===== config.mk =====
export PLATFORM = sky130hd
export DESIGN_NAME = div_iter
export DESIGN_NICKNAME = d
export VERILOG_FILES = /design/src/rtl/div_pkg.sv /design/src/rtl/div_step.sv /design/src/rtl/div_iter.sv
export SDC_FILE = /design/constraint.sdc
export NUM_CORES = 1
export LEC_CHECK = 0
export CAP_MARGIN = 20
export CORE_UTILIZATION = 35
export CTS_CLUSTER_SIZE = 8
export DETAILED_ROUTE_END_ITERATION = 7
export PLACE_DENSITY = 0.59
export SETUP_SLACK_MARGIN = 0.05
export SLEW_MARGIN = 20
export SYNTH_ARGS = -nofsm -noshare
export SYNTH_HDL_FRONTEND = slang
export SYNTH_HIERARCHICAL = 1
export SYNTH_SLANG_ARGS = --single-unit

===== constraint.sdc =====
create_clock -name clk -period 8.7 [get_ports clk]
set_input_delay 1.74 -clock clk [delete_from_list [all_inputs] [get_ports clk]]
set_output_delay 1.74 -clock clk [all_outputs]
set_load 0.02 [all_outputs]

===== src/rtl/div_pkg.sv =====
// Shared types and sizing helpers for the iterative restoring divider.
package div_pkg;

  typedef enum logic [1:0] {
    IDLE = 2'd0,
    CALC = 2'd1,
    DONE = 2'd2
  } div_state_e;

  localparam int DIV_DEFAULT_BITLEN = 17;

  // Counter must hold BITLEN-1; never narrower than one bit.
  function automatic int cnt_width(input int n);
    return (n < 2) ? 1 : $clog2(n);
  endfunction

endpackage


===== src/rtl/div_step.sv =====
// One restoring-division step: shift in the next dividend bit, trial-subtract
// the divisor, and keep the difference only when it is non-negative.
module div_step #(
  parameter int BITLEN = 17
) (
  input  logic [BITLEN:0]   rem,
  input  logic              quo_msb,
  input  logic [BITLEN-1:0] divisor,
  output logic [BITLEN:0]   rem_next,
  output logic              q_bit
);

  logic [BITLEN:0]   shifted;
  logic [BITLEN+1:0] diff;

  // A set rem MSB would make the shifted value exceed any divisor, so it forces a 1.
  always_comb begin
    shifted = {rem[BITLEN-1:0], quo_msb};
    diff    = {1'b0, shifted} - {2'b00, divisor};
    q_bit   = rem[BITLEN] | ~diff[BITLEN+1];
    if (q_bit) begin
      rem_next = diff[BITLEN:0];
    end else begin
      rem_next = shifted;
    end
  end

endmodule


===== src/rtl/div_iter.sv =====
// Sequential unsigned restoring divider, one quotient bit per cycle, with
// valid/ready handshakes. Optional macro DIV_ITER_EARLY_OUT_EN enables a
// one-cycle result when A<=B.
module div_iter
  import div_pkg::*;
#(
  parameter int BITLEN = DIV_DEFAULT_BITLEN
) (
  input  logic              clk,
  input  logic              rst_n,
  input  logic              in_valid,
  output logic              in_ready,
  input  logic [BITLEN-1:0] A,
  input  logic [BITLEN-1:0] B,
  output logic              out_valid,
  input  logic              out_ready,
  output logic [BITLEN-1:0] Q,
  output logic [BITLEN-1:0] R,
  output logic              div_by_zero
);

  localparam int CW = cnt_width(BITLEN);

  div_state_e        state;
  div_state_e        state_next;
  logic [BITLEN:0]   rem;
  logic [BITLEN:0]   rem_next;
  logic [BITLEN-1:0] quo;
  logic [BITLEN-1:0] divisor;
  logic [CW-1:0]     cnt;
  logic              q_bit;
  logic              early_done;

`ifdef DIV_ITER_EARLY_OUT_EN
  assign early_done = (B != '0) && (A <= B);
`else
  assign early_done = 1'b0;
`endif

  assign in_ready  = (state == IDLE);
  assign out_valid = (state == DONE);

  div_step #(.BITLEN(BITLEN)) u_step (
    .rem      (rem),
    .quo_msb  (quo[BITLEN-1]),
    .divisor  (divisor),
    .rem_next (rem_next),
    .q_bit    (q_bit)
  );

  // State register.
  always_ff @(posedge clk or negedge rst_n) begin
    if (!rst_n) begin
      state <= IDLE;
    end else begin
      state <= state_next;
    end
  end

  // Next-state logic; DONE always returns through IDLE, so no accept/retire overlap.
  always_comb begin
    state_next = state;
    case (state)
      IDLE: begin
        if (in_valid) begin
          if ((B == '0) || early_done) begin
            state_next = DONE;
          end else begin
            state_next = CALC;
          end
        end else begin
          state_next = IDLE;
        end
      end
      CALC: begin
        if (cnt == '0) begin
          state_next = DONE;
        end else begin
          state_next = CALC;
        end
      end
      DONE: begin
        if (out_ready) begin
          state_next = IDLE;
        end else begin
          state_next = DONE;
        end
      end
      default: state_next = IDLE;
    endcase
  end

  // Datapath: operand capture, iteration, and result registers held through DONE.
  always_ff @(posedge clk or negedge rst_n) begin
    if (!rst_n) begin
      rem         <= '0;
      quo         <= '0;
      divisor     <= '0;
      cnt         <= '0;
      Q           <= '0;
      R           <= '0;
      div_by_zero <= 1'b0;
    end else begin
      case (state)
        IDLE: begin
          if (in_valid) begin
            rem     <= '0;
            quo     <= A;
            divisor <= B;
            cnt     <= CW'(BITLEN - 1);
            if (B == '0) begin
              Q           <= '1;
              R           <= A;
              div_by_zero <= 1'b1;
            end else if (early_done) begin
              div_by_zero <= 1'b0;
              if (A == B) begin
                Q <= {{(BITLEN-1){1'b0}}, 1'b1};
                R <= '0;
              end else begin
                Q <= '0;
                R <= A;
              end
            end else begin
              div_by_zero <= 1'b0;
            end
          end else begin
            cnt <= cnt;
          end
        end
        CALC: begin
          rem <= rem_next;
          quo <= {quo[BITLEN-2:0], q_bit};
          cnt <= cnt - CW'(1);
          if (cnt == '0) begin
            Q <= {quo[BITLEN-2:0], q_bit};
            R <= rem_next[BITLEN-1:0];
          end else begin
            R <= R;
          end
        end
        DONE: begin
          Q <= Q;
        end
        default: begin
          cnt <= '0;
        end
      endcase
    end
  end

endmodule


### After elaboration in Yosys (flattened, before gate mapping)

Cells that the tools add are included.

* $add $sub $neg: 2
* eq/ne operators: 5
* multiplexer cells: 21
* bitwise logic cells: 3
* reduce and logical (&&, ||, !) cells: 8

Operators by type and width (number)
* $mux W17: 7
* $pmux W17 S2: 3
* $mux W18: 2
* $pmux W18 S2: 1
* $sub A18 B17 Y19: 1
* $logic_not A17 Y1: 1
* $pmux W5 S3: 1
* $mux W2: 4
* $pmux W2 S3: 1
* $reduce_and A2 Y1: 3
* $logic_not A5 Y1: 1
* $mux W5: 1
* $sub A5 B1 Y5 const B: 1
* $ne A2 B2 Y1 const B: 2
* $reduce_and A4 Y1: 1
* $eq A2 B1 Y1 const B: 1
* $eq A2 B2 Y1 const B: 1
* $logic_not A2 Y1: 1
* $ne A2 B1 Y1 const B: 1
* $not A1 Y1: 2
* $reduce_bool A2 Y1: 1
* $mux W1: 1
* $or A1 B1 Y1: 1

* bits in registers: 94
* bits of input ports: 38
* output and inout port bits: 37
* word-level logic and storage cells: 47

### Logic depth before layout (Yosys ltp)

* word-level depth: 6
* mapped depth: 13
* depth with buffers taken out: 12

### Modules after synthesis

Netlist, hierarchy kept.

By module, submodules not included
* div_iter: instances 1, cells an instance 334, area each 3936.3 um^2, seq. area each 2352.3 um^2
* div_step: instances 1, cells an instance 172, area each 1136.1 um^2, seq. area each 0.0 um^2

### Least setup slack after synthesis

OpenSTA, ideal clock, no wires.

* path type: input -> register
* start: input B[11]
* end: register R[10]
* setup time: 126 ps
* arrival time: 3296 ps
* data required time: 8574 ps
* setup slack: 5278 ps
* stages on the path: 7
* path buffers: 2
* path through: or4_4 > nor4_4 > and4_1 > buf_4 > nor2_2 > buf_2 > a221o_1

* cells in the longest elaborated chain, start to end: 3

Ends and longest elaborated chain
* start: declaration: line div_iter.sv:14 `input logic [BITLEN-1:0] B,`
* $logic_not A17 Y1: line div_iter.sv:111 `if (B == '0) begin`
* $ne A2 B1 Y1 (no line)
* $reduce_and A4 Y1 (no line)
* end signal: assignment: line div_iter.sv:137 `R <= rem_next[BITLEN-1:0];`
* end: declaration: line div_iter.sv:18 `output logic [BITLEN-1:0] R,`

No other way between the ends.
A chain may end at the register's enable or synchronous reset.

### Final worst setup path

* start: input B[11]
* end: register R[12]

Same word-level chain as after synthesis.

==> results.json <==
{
  "syn_avg_cell_area_sq_um": 10.0,
  "antenna_cells": 0,
  "dpl.hpwl_um": 8910,
  "synthAdderAreaFrac_pct": 4.83,
  "area_growth_syn_to_layout_pct": 23.4,
  "arrival_ps": 4310,
  "cp_top_family": "simple AND/OR/NAND/NOR gates",
  "grt_use_total_pct": 17.8,
  "synth_fp_nets": 563,
  "fin_crit_sh_pct": 46.9,
  "synth_cell_types": 53,
  "insertion_delay_ps": 340,
  "grt_start_max_net_pins": 68,
  "antenna_found_initial": 0,
  "dp.cells": 733,
  "cp.depth": 6,
  "stdcell_area_sq_um": 6260,
  "num_vias": 3934,
  "drtPass1Iterations": 4,
  "async_reset_ff_share_pct": 100,
  "cts-htree-levels": 3,
  "finalMaxSlewViolations": 0,
  "grt_util_met1_pct": 25.1,
  "routed_wl_um": 12200,
  "grt_util_met2_pct": 27.1,
  "grtUsageMet3_pct": 3.76,
  "crit_path_max_fanout": 18,
  "die_area_sq_um": 15000,
  "synth_edf_count": 0,
  "wl_per_cell_um": 16.3,
  "synth-simple-area-share_pct": 14.1,
  "yosys-top-cells-count": "dfrtp_1 (94), nand2_1 (83), o21ai_0 (44)",
  "p_leak_nw": 2.88,
  "fin_ws_ps": 4620,
  "core_region_area_sq_um": 14000,
  "tns_ps": 0,
  "synth_area_leaders": "dfrtp_1 (46%), nand2_1 (6.1%), ha_1 (4.4%)",
  "post_cts.repair.setup_buffers": 0,
  "die_w_um": 122,
  "synth_top_family_by_area": "compound AO/OA/AOI/OAI gates",
  "drc": 0,
  "start_util_pct": 36.3,
  "cts_made_buffers": 9,
  "synth-xor-area-share_pct": 2.76,
  "drive_gt1_share_pct": 9.31,
  "die_h_um": 122,
  "dp_slack_ps": 4240,
  "globalRouteOverflowTotal": 0,
  "synth_compound_area_share_pct": 19.6,
  "nets": 622,
  "worst_pin_slew_ps": 893,
  "whs_path_depth": 2,
  "pin_count": 75,
  "synth-seq-cells": 94,
  "synth_area_sq_um": 5070,
  "io_buffers": 74,
  "netlist_instances": 506,
  "ys.warnings.count": 6,
  "whs_ps": 501,
  "crit_type": "primary input to flip-flop",
  "grt_pass1_wl_um": 20400,
  "synth_top_area_share_pct": 46.4,
  "crit_chain": "clkdlybuf4s50_1 > or4_4 > nor4_4 > and4_1 > nor2_2 > a221o_1",
  "max_freq_mhz": 245,
  "seq_area_frac_synth_pct": 46.4,
  "finalSetupViolCount": 0,
  "grt_busiest_layer": "met2",
  "cts_root_buf": "clkbuf_16",
  "gp_congestion": 0.859,
  "finClkSkew_ps": 7.43,
  "hold_buffers": 0,
  "slew_headroom_pct": 40.3,
  "cts.sinks": 94,
  "hp-class": "flip-flop to flip-flop",
  "start_kind": "primary input",
  "clockBufferDepth": 2,
  "tritoncts": "done",
  "drt-initial-drc-count": 359,
  "max_stage_delay_ps": 720,
  "cap_violations": 0,
  "cp_num_buf_inv": 1,
  "synth_most_common_cell": "dfrtp_1",
  "cp_slowest_cell": "and4_1",
  "dpl_cell_area_sq_um": 5950,
  "irDropWorstVdd_mv": 0.133,
  "cp.required_ps": 8920,
  "outcome": "finished, final reports clean",
  "hold_viol": 0,
  "post_cts_resize_count": 0,
  "rsz0062_at_grt": "no",
  "synth.area.mux_share_pct": 7.55,
  "rows": 43,
  "layout.cells.non_filler": 749,
  "yosysTopAreaCell": "dfrtp_1",
  "power_density_nw_per_um2": 335,
  "vias_per_cell": 5.25,
  "path_clk_slew_ps": 70,
  "fin_crit_ps": 4080,
  "grt_pass1_vias": 3903,
  "ant_nets": 0,
  "endpoint_kind": "flip-flop",
  "synthFlopType": "dfrtp_1",
  "ff2ff_path_depth": 12
}
==> cell usage in the layout, fill, tap and decap left out, types with 2 or more instances in the layout <==
| cell | n |
|---|---|
| dfrtp_1 | 94 |
| nand2_1 | 83 |
| clkdlybuf4s50_1 | 73 |
| o21ai_0 | 44 |
| inv_1 | 27 |
| a22o_1 | 20 |
| and3_1 | 20 |
| o21ai_1 | 19 |
| mux2i_1 | 18 |
| mux2_2 | 18 |
| a221o_1 | 18 |
| ha_1 | 18 |
| a21oi_1 | 14 |
| xnor2_1 | 11 |
| clkbuf_16 | 9 |
| nor2_1 | 6 |
| nor3_1 | 6 |
| buf_4 | 5 |
| a21o_1 | 5 |
| xor2_1 | 5 |
| nand4_1 | 4 |
| o21bai_1 | 4 |
| nand3b_1 | 3 |
| and2_1 | 3 |
| o21a_1 | 3 |
| nor4_4 | 2 |
| o221ai_1 | 2 |
| and4_1 | 2 |
| clkinvlp_4 | 2 |
| a2111oi_0 | 2 |
| nand3_1 | 2 |
==> sequential cells by signal, indices dropped and copies added, names as in the netlist <==
| register | cells |
|---|---|
| R | 17 |
| div_by_zero | 1 |
| quo | 17 |
| cnt | 5 |
| rem | 18 |
| Q | 17 |
| divisor | 17 |
| state | 2 |
==> metal layers <==
metal  up-vias  routed length [um]
met4         0                 111
li1       1940                   -
met5         -                   0
met1      1898                6010
met2        88                5530
met3         8                 576
==> worst reg2reg max path, stage by stage (launching register included) <==
cell,delay (ps)
dfrtp_1,400
inv_1,60
ha_1,150
inv_1,50
fa_1,390
a21o_1,210
a221oi_2,260
a211oi_2,150
o31ai_4,520
buf_8,250
mux2_2,370
and3_1,150
a221o_1,260
==> power breakdown <==
part | internal, mW | switching [mW] | total (mW) | leakage [nW]
Combinational | 0.432 | 0.549 | 0.982 | 1.53
Sequential | 0.596 | 0.126 | 0.722 | 1.21
Clock | 0.224 | 0.172 | 0.395 | 0.140
Total | 1.25 | 0.847 | 2.10 | 2.88
==> through the flow <==
| stage | utilization (%) | power (mW) |
|---|---|---|
| floorplan | - | 1.39 |
| global placement | 42.5 | 1.69 |
| detailed placement | 42.5 | 1.71 |
| CTS | 44.6 | 2.12 |
| global route | 44.7 | 2.27 |
| finish | 44.7 | 2.10 |
==> path summary, 6_finish.rpt <==
path / slack [ps] / to / start
hold / removal: 500 / Q[3]$_DFFE_PN0P_ / Q[3]$_DFFE_PN0P_
setup / recovery: 4620 / R[12]$_DFFE_PN0P_ / B[11]
max in group asynchronous: 6230 / divisor[14]$_DFFE_PN0P_ / rst_n
hold reg to reg: 500 / Q[3]$_DFFE_PN0P_ / Q[3]$_DFFE_PN0P_
min in group asynchronous: 1300 / quo[10]$_DFFE_PN0P_ / rst_n
setup reg to reg: 5340 / R[1]$_DFFE_PN0P_ / quo[16]$_DFFE_PN0P_
==> area by class of cell <==
type,instances,area (sq um)
flip-flops and latches,94,2350
well taps,180,225
fillers,1353,7730
inverters,27,101
multi-input cells,354,2500
clock buffers,9,225
repair buffers,79,783
clock inverters,6,70.1
==> kinds of logic after synthesis <==
kind of cell | count (synthesis)
DFF | 94
muxes | 36
buffers and inverters | 58
and+or+nand+nor | 140
xor gates and xnor gates | 16
AOI/OAI and AO/OA | 143
adders and majority gates | 19
(Power assumes the default switching activity.)
==> patch, RTL diff (same settings) <==
The option `DIV_ITER_EARLY_OUT_EN` is turned on by a define.
--- a/src/rtl/div_iter.sv
+++ b/src/rtl/div_iter.sv
@@ -1,6 +1,8 @@
 // Sequential unsigned restoring divider, one quotient bit per cycle, with
 // valid/ready handshakes. Optional macro DIV_ITER_EARLY_OUT_EN enables a
 // one-cycle result when A<=B.
+`define DIV_ITER_EARLY_OUT_EN
+
 module div_iter
   import div_pkg::*;
 #(
Formal check against the unedited RTL: not equivalent (a bounded check fails within 4 cycles, from zero or initial values and one cycle with rst_n low).
==> patch against the original RTL <==
Area after synthesis grew 22%. First-iteration DRC count decreased by 10%. Critical endpoint unchanged. Power increased by 45%. Final cell count increased by 26%. Die area is 21% higher. Worst setup slack got worse by 0.38 ns. Sequential cell count is the same. Final area up 18%. Routed wire length up 41%.
==> patch: results (changes against the original RTL) <==
- Worst slack on hold paths: 0.4834 ns (was 0.5011 ns)
- Sink of the worst hold path: divisor[1] (was Q[3])
- Largest cells by area after synthesis: sky130_fd_sc_hd__dfrtp_1, sky130_fd_sc_hd__ha_1, sky130_fd_sc_hd__o21ai_0, sky130_fd_sc_hd__a221oi_1, sky130_fd_sc_hd__nand2_1 (was sky130_fd_sc_hd__dfrtp_1, sky130_fd_sc_hd__nand2_1, sky130_fd_sc_hd__ha_1, sky130_fd_sc_hd__o21ai_0, sky130_fd_sc_hd__mux2_2)
- Crit-path max FO: 19 (was 18)
- Maximum number of pins on one net before global-route repair: 74 (was 68)
- Sw power: 1.380 mW (was 0.8472 mW)
- CP max stage delay: 0.60 ns (was 0.72 ns)
- Worst reg2reg endpoint: Q[2] (was R[1])
- Yosys warning total: 6 (unchanged)
- Leakage power: 3.176 nW (was 2.880 nW)
- Number of iterations in the first detailed-routing pass: 5 (was 4)
- Register-to-Register Path Depth: 8 (was 12)
- Worst hold start: divisor[1] (was Q[3])
- Overall routing resource usage: 19.50% (was 17.77%)
- Setup slack of the most critical reg-to-reg path: 5.50 ns (was 5.34 ns)
- Syn Area/Cell: 9.225 sq um (was 10.02 sq um)
- Outcome: finished, final reports clean (unchanged)
- Layout filler cell count: 1700 (was 1353)
- Launching instance or port of the critical path: B[16] (was B[11])
- Max-slew headroom at the worst pin: 39.74% (was 40.28%)
- Ranking of synthesized cells by instance count: sky130_fd_sc_hd__dfrtp_1, sky130_fd_sc_hd__nand2_1, sky130_fd_sc_hd__o21ai_0 (unchanged)
- Estimated wirelength of the detail-placed design: 12650 um (was 8911 um)
- Global-route wire length before repair: 27430 um (was 20400 um)
- Count of vias placed by the detailed router: 5271 (was 3934)
- Routed length per instance: 18.23 um (was 16.32 um)
- Count of routing violations after the opening detailed-route iteration: 323 (was 359)
- Mapped Nets: 745 (was 563)
- Final Wtd Congestion: 0.8600 (was 0.8588)
- Fin nets: 790 (was 622)
- Critical-path cell with the highest stage delay: sky130_fd_sc_hd__or4_4 (was sky130_fd_sc_hd__and4_1)
- Largest vdd supply drop: 0.1877 mV (was 0.1334 mV)
- Layout cells sized above 1: 9.167% (was 9.315%)
- Reg-to-reg startpoint: state[0] (was quo[16])
- Signal arrival time at the worst endpoint: 4.73 ns (was 4.31 ns)
[patch: cell count changes after synthesis, sizes merged, moves of 7 or more]
cell,unedited run,this run
a21oi,14,34
nor2,7,59
buf,13,25
inv,27,45
a221o,18,0
o211ai,1,8
a221oi,1,34
mux2,18,6
and3,20,1
a211oi,2,21
a2bb2oi,0,17
ha,18,36
[patch: stage by stage]
step           utilization [%]  worst slack (ns)  cell area, sq um  power (mW)
2_1_floorplan                -             4.926              6181       2.095
3_3_place_gp             40.51             3.949              7007       2.562
3_5_place_dp             40.51             3.882              7007       2.600
4_1_cts                  42.34             4.251              7323       3.040
5_1_grt                  42.51             4.025              7353       3.266
6_report                 42.51             4.231              7353       3.044
[patch: power groups by stage]
stage	combinational (mW)	clock, mW	sequential [mW]
3_5_place_dp	1.79	0	0.806
4_1_cts	1.80	0.437	0.802
3_3_place_gp	1.76	0	0.804
2_1_floorplan	1.25	0	0.848
5_1_grt	1.99	0.452	0.827
6_report	1.82	0.426	0.802
[patch: area by class of cell]
type | count | area share, %
Timing Repair Buffer | 79 | 10.82
Clock buffer | 12 | 3.352
Multi-Input combinational cell | 486 | 46.76
Tap cell | 225 | 3.828
Clock inverter | 4 | 0.9529
Sequential cell | 94 | 31.99
Inverter | 45 | 2.297
[patch: logic make-up after synthesis]
family	after synthesis	synth area share, %
XOR/XNOR	15	2.125
AND/OR/NAND/NOR	178	12.89
adder cells (fa/ha/maj)	37	7.611
buffers and inverters	90	6.660
multiplexers	22	4.049
AO/OA/AOI/OAI	234	28.60
flip-flops	94	38.06
[patch: layer usage]
metal / wire length [um] / vias to the layer above / GRT usage, %
li1: - / 2534 / -
met1: 8199 / 2591 / 26.94
met2: 8106 / 135 / 31.56
met3: 779 / 11 / 4.092
met4: 142 / 0 / 3.620
met5: 0 / - / 0
